### config.mk
export PLATFORM = sky130hd
export DESIGN_NAME = polaris_bus_arbiter
export DESIGN_NICKNAME = d
export VERILOG_FILES = /design/src/rtl/polaris_bus_arbiter.sv
export SDC_FILE = /design/constraint.sdc
export NUM_CORES = 1
export LEC_CHECK = 0
export ABC_AREA = 1
export BUFFER_PORTS_ARGS = -buffer_cell sky130_fd_sc_hd__buf_2
export CORE_AREA = 5 5 189 191
export DETAILED_ROUTE_END_ITERATION = 16
export DIE_AREA = 0 0 194 196
export PLACE_DENSITY_LB_ADDON = 0.1
export SLEW_MARGIN = 30
export SYNTH_ARGS = -nofsm -noshare
export SYNTH_HDL_FRONTEND = slang
export SYNTH_SLANG_ARGS = --single-unit
### constraint.sdc
create_clock -name clk_i -period 3.24 [get_ports clk_i]
set_input_delay 0.324 -clock clk_i [delete_from_list [all_inputs] [get_ports clk_i]]
set_output_delay 0.324 -clock clk_i [all_outputs]
set_load 0.1 [all_outputs]
### src/rtl/polaris_bus_arbiter.sv
// Two-master round-robin arbiter sharing one 64-bit memory bus between the
// instruction-fetch (I) and data load/store (D) ports, with a timeout watchdog.
module polaris_bus_arbiter #(
    parameter int TW      = 8,
    parameter int TIMEOUT = 255
) (
    input  logic        clk_i,
    input  logic        reset_i,
    input  logic        istb_i,
    input  logic [63:0] iadr_i,
    input  logic [1:0]  isiz_i,
    output logic        iack_o,
    output logic [31:0] idat_o,
    output logic        ierr_o,
    input  logic        dstb_i,
    input  logic        dwe_i,
    input  logic [63:0] dadr_i,
    input  logic [1:0]  dsiz_i,
    input  logic [63:0] ddat_i,
    output logic        dack_o,
    output logic [63:0] ddat_o,
    output logic        derr_o,
    output logic        stb_o,
    output logic        we_o,
    output logic [63:0] adr_o,
    output logic [1:0]  siz_o,
    output logic [63:0] dat_o,
    input  logic        ack_i,
    input  logic [63:0] dat_i,
    output logic [1:0]  gnt_o
);

    typedef enum logic [1:0] {
        ST_IDLE = 2'd0,
        ST_IBUS = 2'd1,
        ST_DBUS = 2'd2
    } state_t;

    localparam logic [TW-1:0] LP_TIMEOUT = TW'(TIMEOUT);

    state_t        r_state;
    state_t        w_nextState;
    logic          r_lastD;
    logic [TW-1:0] r_cnt;
    logic          w_busy;
    logic          w_expire;
    logic          w_done;

    assign w_busy   = (r_state != ST_IDLE);
    // Ack in the expiry cycle takes priority over the timeout abort.
    assign w_expire = w_busy && !ack_i && (r_cnt == LP_TIMEOUT);
    assign w_done   = w_busy && (ack_i || w_expire);

    always_ff @(posedge clk_i or posedge reset_i) begin
        if (reset_i) begin
            r_state <= ST_IDLE;
            r_lastD <= 1'b1;
            r_cnt   <= '0;
        end else begin
            r_state <= w_nextState;
            if (w_done) begin
                r_lastD <= (r_state == ST_DBUS);
                r_cnt   <= '0;
            end else if (w_busy) begin
                r_cnt   <= r_cnt + 1'b1;
            end
        end
    end

    always_comb begin
        w_nextState = r_state;
        case (r_state)
            ST_IDLE: begin
                if (istb_i && dstb_i) begin
                    w_nextState = r_lastD ? ST_IBUS : ST_DBUS;
                end else if (istb_i) begin
                    w_nextState = ST_IBUS;
                end else if (dstb_i) begin
                    w_nextState = ST_DBUS;
                end
            end
            ST_IBUS, ST_DBUS: begin
                if (w_done) begin
                    w_nextState = ST_IDLE;
                end
            end
            default: w_nextState = ST_IDLE;
        endcase
    end

    always_comb begin
        stb_o  = 1'b0;
        we_o   = 1'b0;
        adr_o  = '0;
        siz_o  = '0;
        dat_o  = '0;
        iack_o = 1'b0;
        idat_o = '0;
        ierr_o = 1'b0;
        dack_o = 1'b0;
        ddat_o = '0;
        derr_o = 1'b0;
        case (r_state)
            ST_IBUS: begin
                stb_o  = 1'b1;
                adr_o  = iadr_i;
                siz_o  = isiz_i;
                iack_o = ack_i;
                ierr_o = w_expire;
                if (ack_i) begin
                    idat_o = iadr_i[2] ? dat_i[63:32] : dat_i[31:0];
                end
            end
            ST_DBUS: begin
                stb_o  = 1'b1;
                we_o   = dwe_i;
                adr_o  = dadr_i;
                siz_o  = dsiz_i;
                dat_o  = ddat_i;
                dack_o = ack_i;
                derr_o = w_expire;
                if (ack_i) begin
                    ddat_o = dat_i;
                end
            end
            default: ;
        endcase
    end

    assign gnt_o = {r_state == ST_DBUS, r_state == ST_IBUS};

endmodule

Yosys cells after proc, flatten, opt, wreduce, memory -nomap -nowiden --
Index checks and enable logic that the tools add are counted.
Storage, ports and cells: register bits after elaboration 11, input port bits 266, output and inout port bits 234, logic and storage cells 42
Cells by class: add/sub/neg operators 1, equal/unequal tests 5, multiplexer cells 22, reductions and logical operators 11
Operators with widths (count):
- $mux W64 | 3
- $pmux W64 S2 | 1
- $mux W32 | 3
- $mux W8 | 2
- $mux W2 | 5
- $add A8 B1 Y8 const B | 1
- $eq A8 B8 Y1 const B | 1
- $pmux W2 S2 | 2
- $mux W1 | 6
- $logic_and A1 B1 Y1 | 4
- $ne A4 B4 Y1 const B | 1
- $reduce_bool A2 Y1 | 2
- $eq A2 B1 Y1 const B | 1
- $eq A2 B2 Y1 const B | 1
- $logic_not A2 Y1 | 1
- $ne A2 B1 Y1 const B | 1
- $reduce_and A2 Y1 | 1
- $reduce_or A2 Y1 | 1
- $logic_not A1 Y1 | 1
- $logic_or A1 B1 Y1 | 1

Depth between registers and ports, before layout --
word-level depth 7, gate-level depth with buffers 10, mapped depth without buffers 10

Worst setup path after synthesis --
OpenSTA, ideal clock, no wires.
path type flip-flop to output port, start point register r_state[1], end point output port idat_o[22], arrival time 3607 ps, required time 2916 ps, slack -691 ps, cell stages (with the launch flop) 9, buffers on the path 2, path through dfrtp_1 -> inv_1 -> ha_1 -> buf_2 -> nand2_1 -> inv_2 -> buf_4 -> o21ai_0 -> a21oi_1
Between the ends: cells in the longest elaborated chain, start to end 2
Ends and longest elaborated chain:
- start, declared | RTL line 41 | state_t r_state;
- start signal, assigned | RTL line 60 | r_state <= w_nextState;
- $eq A2 B1 Y1
- named net gnt_o[0] | RTL line 30 | output logic [1:0] gnt_o
- $mux W32 | RTL line 103 | case (r_state)
- end, declared | RTL line 13 | output logic [31:0] idat_o,
The timed path passes the listed nets, and every way through them passes these cells.

Worst setup path in the final report --
start point register r_state[0], end point output port adr_o[11]
Between the ends: cells in the longest elaborated chain, start to end 2, elaborated cells on any way between the ends 3, those cells by class eq/ne: 2; mux: 1
Ends and longest elaborated chain:
- $eq A2 B2 Y1 / $eq A2 B1 Y1 (equally long branches) | RTL line 103
- $pmux W64 S2 * | RTL line 103
- end, declared | RTL line 25 | output logic [63:0] adr_o,
Mark *: on every way between the ends. The rest lies on a longest branch, timed or not.

==> impl_metrics.ini <==
[outcome]
status = completed

[global_routing]
grt_pass1_vias = 5690
antenna_found_initial = 1
grt_max_degree = 105
grt_util_all_layers = 0.1153
gr-total-overflow = 0
grt_first_pass_wirelength_um = 35080

[setup_path]
r2r-start = r_state[0]
crit_start = r_state[0]
crit_arrival_ns = 2.39
cp.required_ns = 2.92
r2r_slack_ns = 1.75
cp-start-kind = flip-flop
endpoint_kind = primary output
path_max_fanout = 104
cpPeakStageDelay_ns = 0.46
path_cells = inv_1 > ha_4 > buf_12 > nand2_1 > a21oi_2 > buf_2
cp_slowest_cell = buf_2
critPathKind = flip-flop to primary output

[synth]
synthCells = 666
syn_avg_cell_area_um2 = 4.635
synthArstFlopShare = 1.000
netlist_area_um2 = 3087
ys_warn_count = 0
ys_seq_area_frac = 0.08958
synth_edf_count = 0
synth_seq_cells = 11
synthTopCellsByArea = nand2_1 27%, inv_1 19%, a21oi_1 16%, nor2_1 8.9%, dfrtp_1 8.1%
synth_nets = 937
synth_cell_type_count = 25
synth_top_area_share = 0.2651
synth.largest_area_cell = nand2_1
synth_flop_cell = dfrtp_1

[clock_network]
cts_resized = 0
cts_made_buffers = 3
clk_path_buf_depth = 2
cts_tree = built
h-tree-depth = 1
cts_setup_buffers = 0
clkTransAtPathRegs_ns = 0.04
hold_buffers = 0
insertion_delay_ns = 0.24
clock-root-buffer = clkbuf_16
clock-sinks = 11

[detailed_routing]
final_antenna_net_count = 0
drt_first_pass_iters = 4
drt_iter0_markers = 168
vias = 5517
wl_um = 24040
drc = 0
wire_per_inst_um = 15.16
via_per_inst = 3.479

[layout]
layout-drive-gt1-share = 0.6044
multi_input_area_um2 = 2597
nNetsFinal = 1402
regArea_um2 = 276.5
n_fill_cell = 4050
mostFrequentLayoutCell = buf_2
stdcell_area_um2 = 6704
syn_to_final_growth_pct = 117.2
final_cell_mix = 499 x buf_2, 217 x nand2_1, 152 x inv_1

[die]
io_pins = 500
die_w_um = 194
core_area_um2 = 33950
die_area_um2 = 38020
start_util = 0.09093
fp.dieH_um = 196
placementRows = 68

[job]
maxCapViolCount = 0

[place]
dpl-instance-area_um2 = 6623
gp_congestion = 0.8742
portBuffers = 499
dp_hpwl_um = 20460

[timing]
rsz0062_at_grt = no
skew_ns = 0.004654
drv_slew = 0
period_share = 0.8385
min_period_ns = 2.717
max_freq_mhz = 368.1
worst_pin_slew_ns = 0.6520
hold_viol_final = 0
relSlewSlack = 0.5654
finalSetupViolCount = 0

[worst_hold_path]
worstHoldPathType = primary input to async pin
## registers in the layout (all words and copies together) (netlist names)
register,count
r_state,2
r_cnt,8
r_lastD,1
## synthesized netlist by cell type, types with 2 or more instances
cell type	n
ha_1	5
nand2_4	3
inv_1	153
buf_4	7
o21ai_1	2
nand2_1	218
clkbuf_1	13
a21oi_1	98
nand3_1	9
o21ai_0	35
nor2_1	73
buf_2	26
dfrtp_1	10
nand2_2	3
## final cells by class
class / count / area share
Multi-Input combinational cell: 455 / 0.3875
Inverter: 154 / 0.08641
Tap cell: 455 / 0.08492
Clock buffer: 4 / 0.01176
Timing Repair Buffer: 506 / 0.3878
Sequential cell: 11 / 0.04125
Antenna cell: 1 / 0.0003733
## layer usage
| layer | part of all wire | routed length, µm | track usage | vias up |
|---|---|---|---|---|
| met1 | 0.39 | 9293 | 0.1302 | 2391 |
| met2 | 0.53 | 12840 | 0.2257 | 230 |
| met5 | 0 | 0 | 0 | - |
| met4 | 0.0096 | 232 | 0.01589 | 0 |
| met3 | 0.070 | 1674 | 0.02507 | 10 |
| li1 | - | - | - | 2886 |
## through the flow
step                      hold WS (ns)  utilization  TNS [ns]  setup WS, ns  std cells
after global routing            0.1403       0.1974         0        0.3540       1585
after global placement          0.3690       0.1951         0        0.7712       1581
final                          0.09043       0.1975         0        0.5231       1586
after CTS                       0.1124       0.1974         0        0.4789       1585
after detailed placement        0.3714       0.1951         0        0.7569       1581
after floorplan                 0.1757            -    -2.366       -0.4581        666
## critical path: cells and delay by family (launching register included)
kind / cells / cell delay [ns]
adder cells (fa/ha/maj): 1 / 0.33
buffers and inverters: 3 / 0.95
flip-flops: 1 / 0.40
AND/OR/NAND/NOR: 1 / 0.12
AO/OA/AOI/OAI: 1 / 0.21
## final timing paths
check | endpoint | cells after the start
worst max register to register | r_cnt[7] | 9
worst min register to register | r_lastD | 2
worst min-delay path | r_cnt[5] | 2
max in group asynchronous | r_lastD | 2
worst max-delay path | adr_o[11] | 6
min in group clk_i | r_state[0] | 5
## kinds of logic (layout without fill, tap and decap cells)
group,after synthesis,in the layout,synth area share
adders and majority gates,5,5,0.02027
other,0,1,0
AOI/OAI and AO/OA,136,136,0.2213
and+or+nand+nor,312,312,0.4009
buffers and inverters,200,664,0.2623
DFF,11,11,0.08958
xor gates and xnor gates,2,2,0.005676
Power is not shown: default switching activity piles up to over one toggle a cycle in this logic, so the estimate is an artifact.
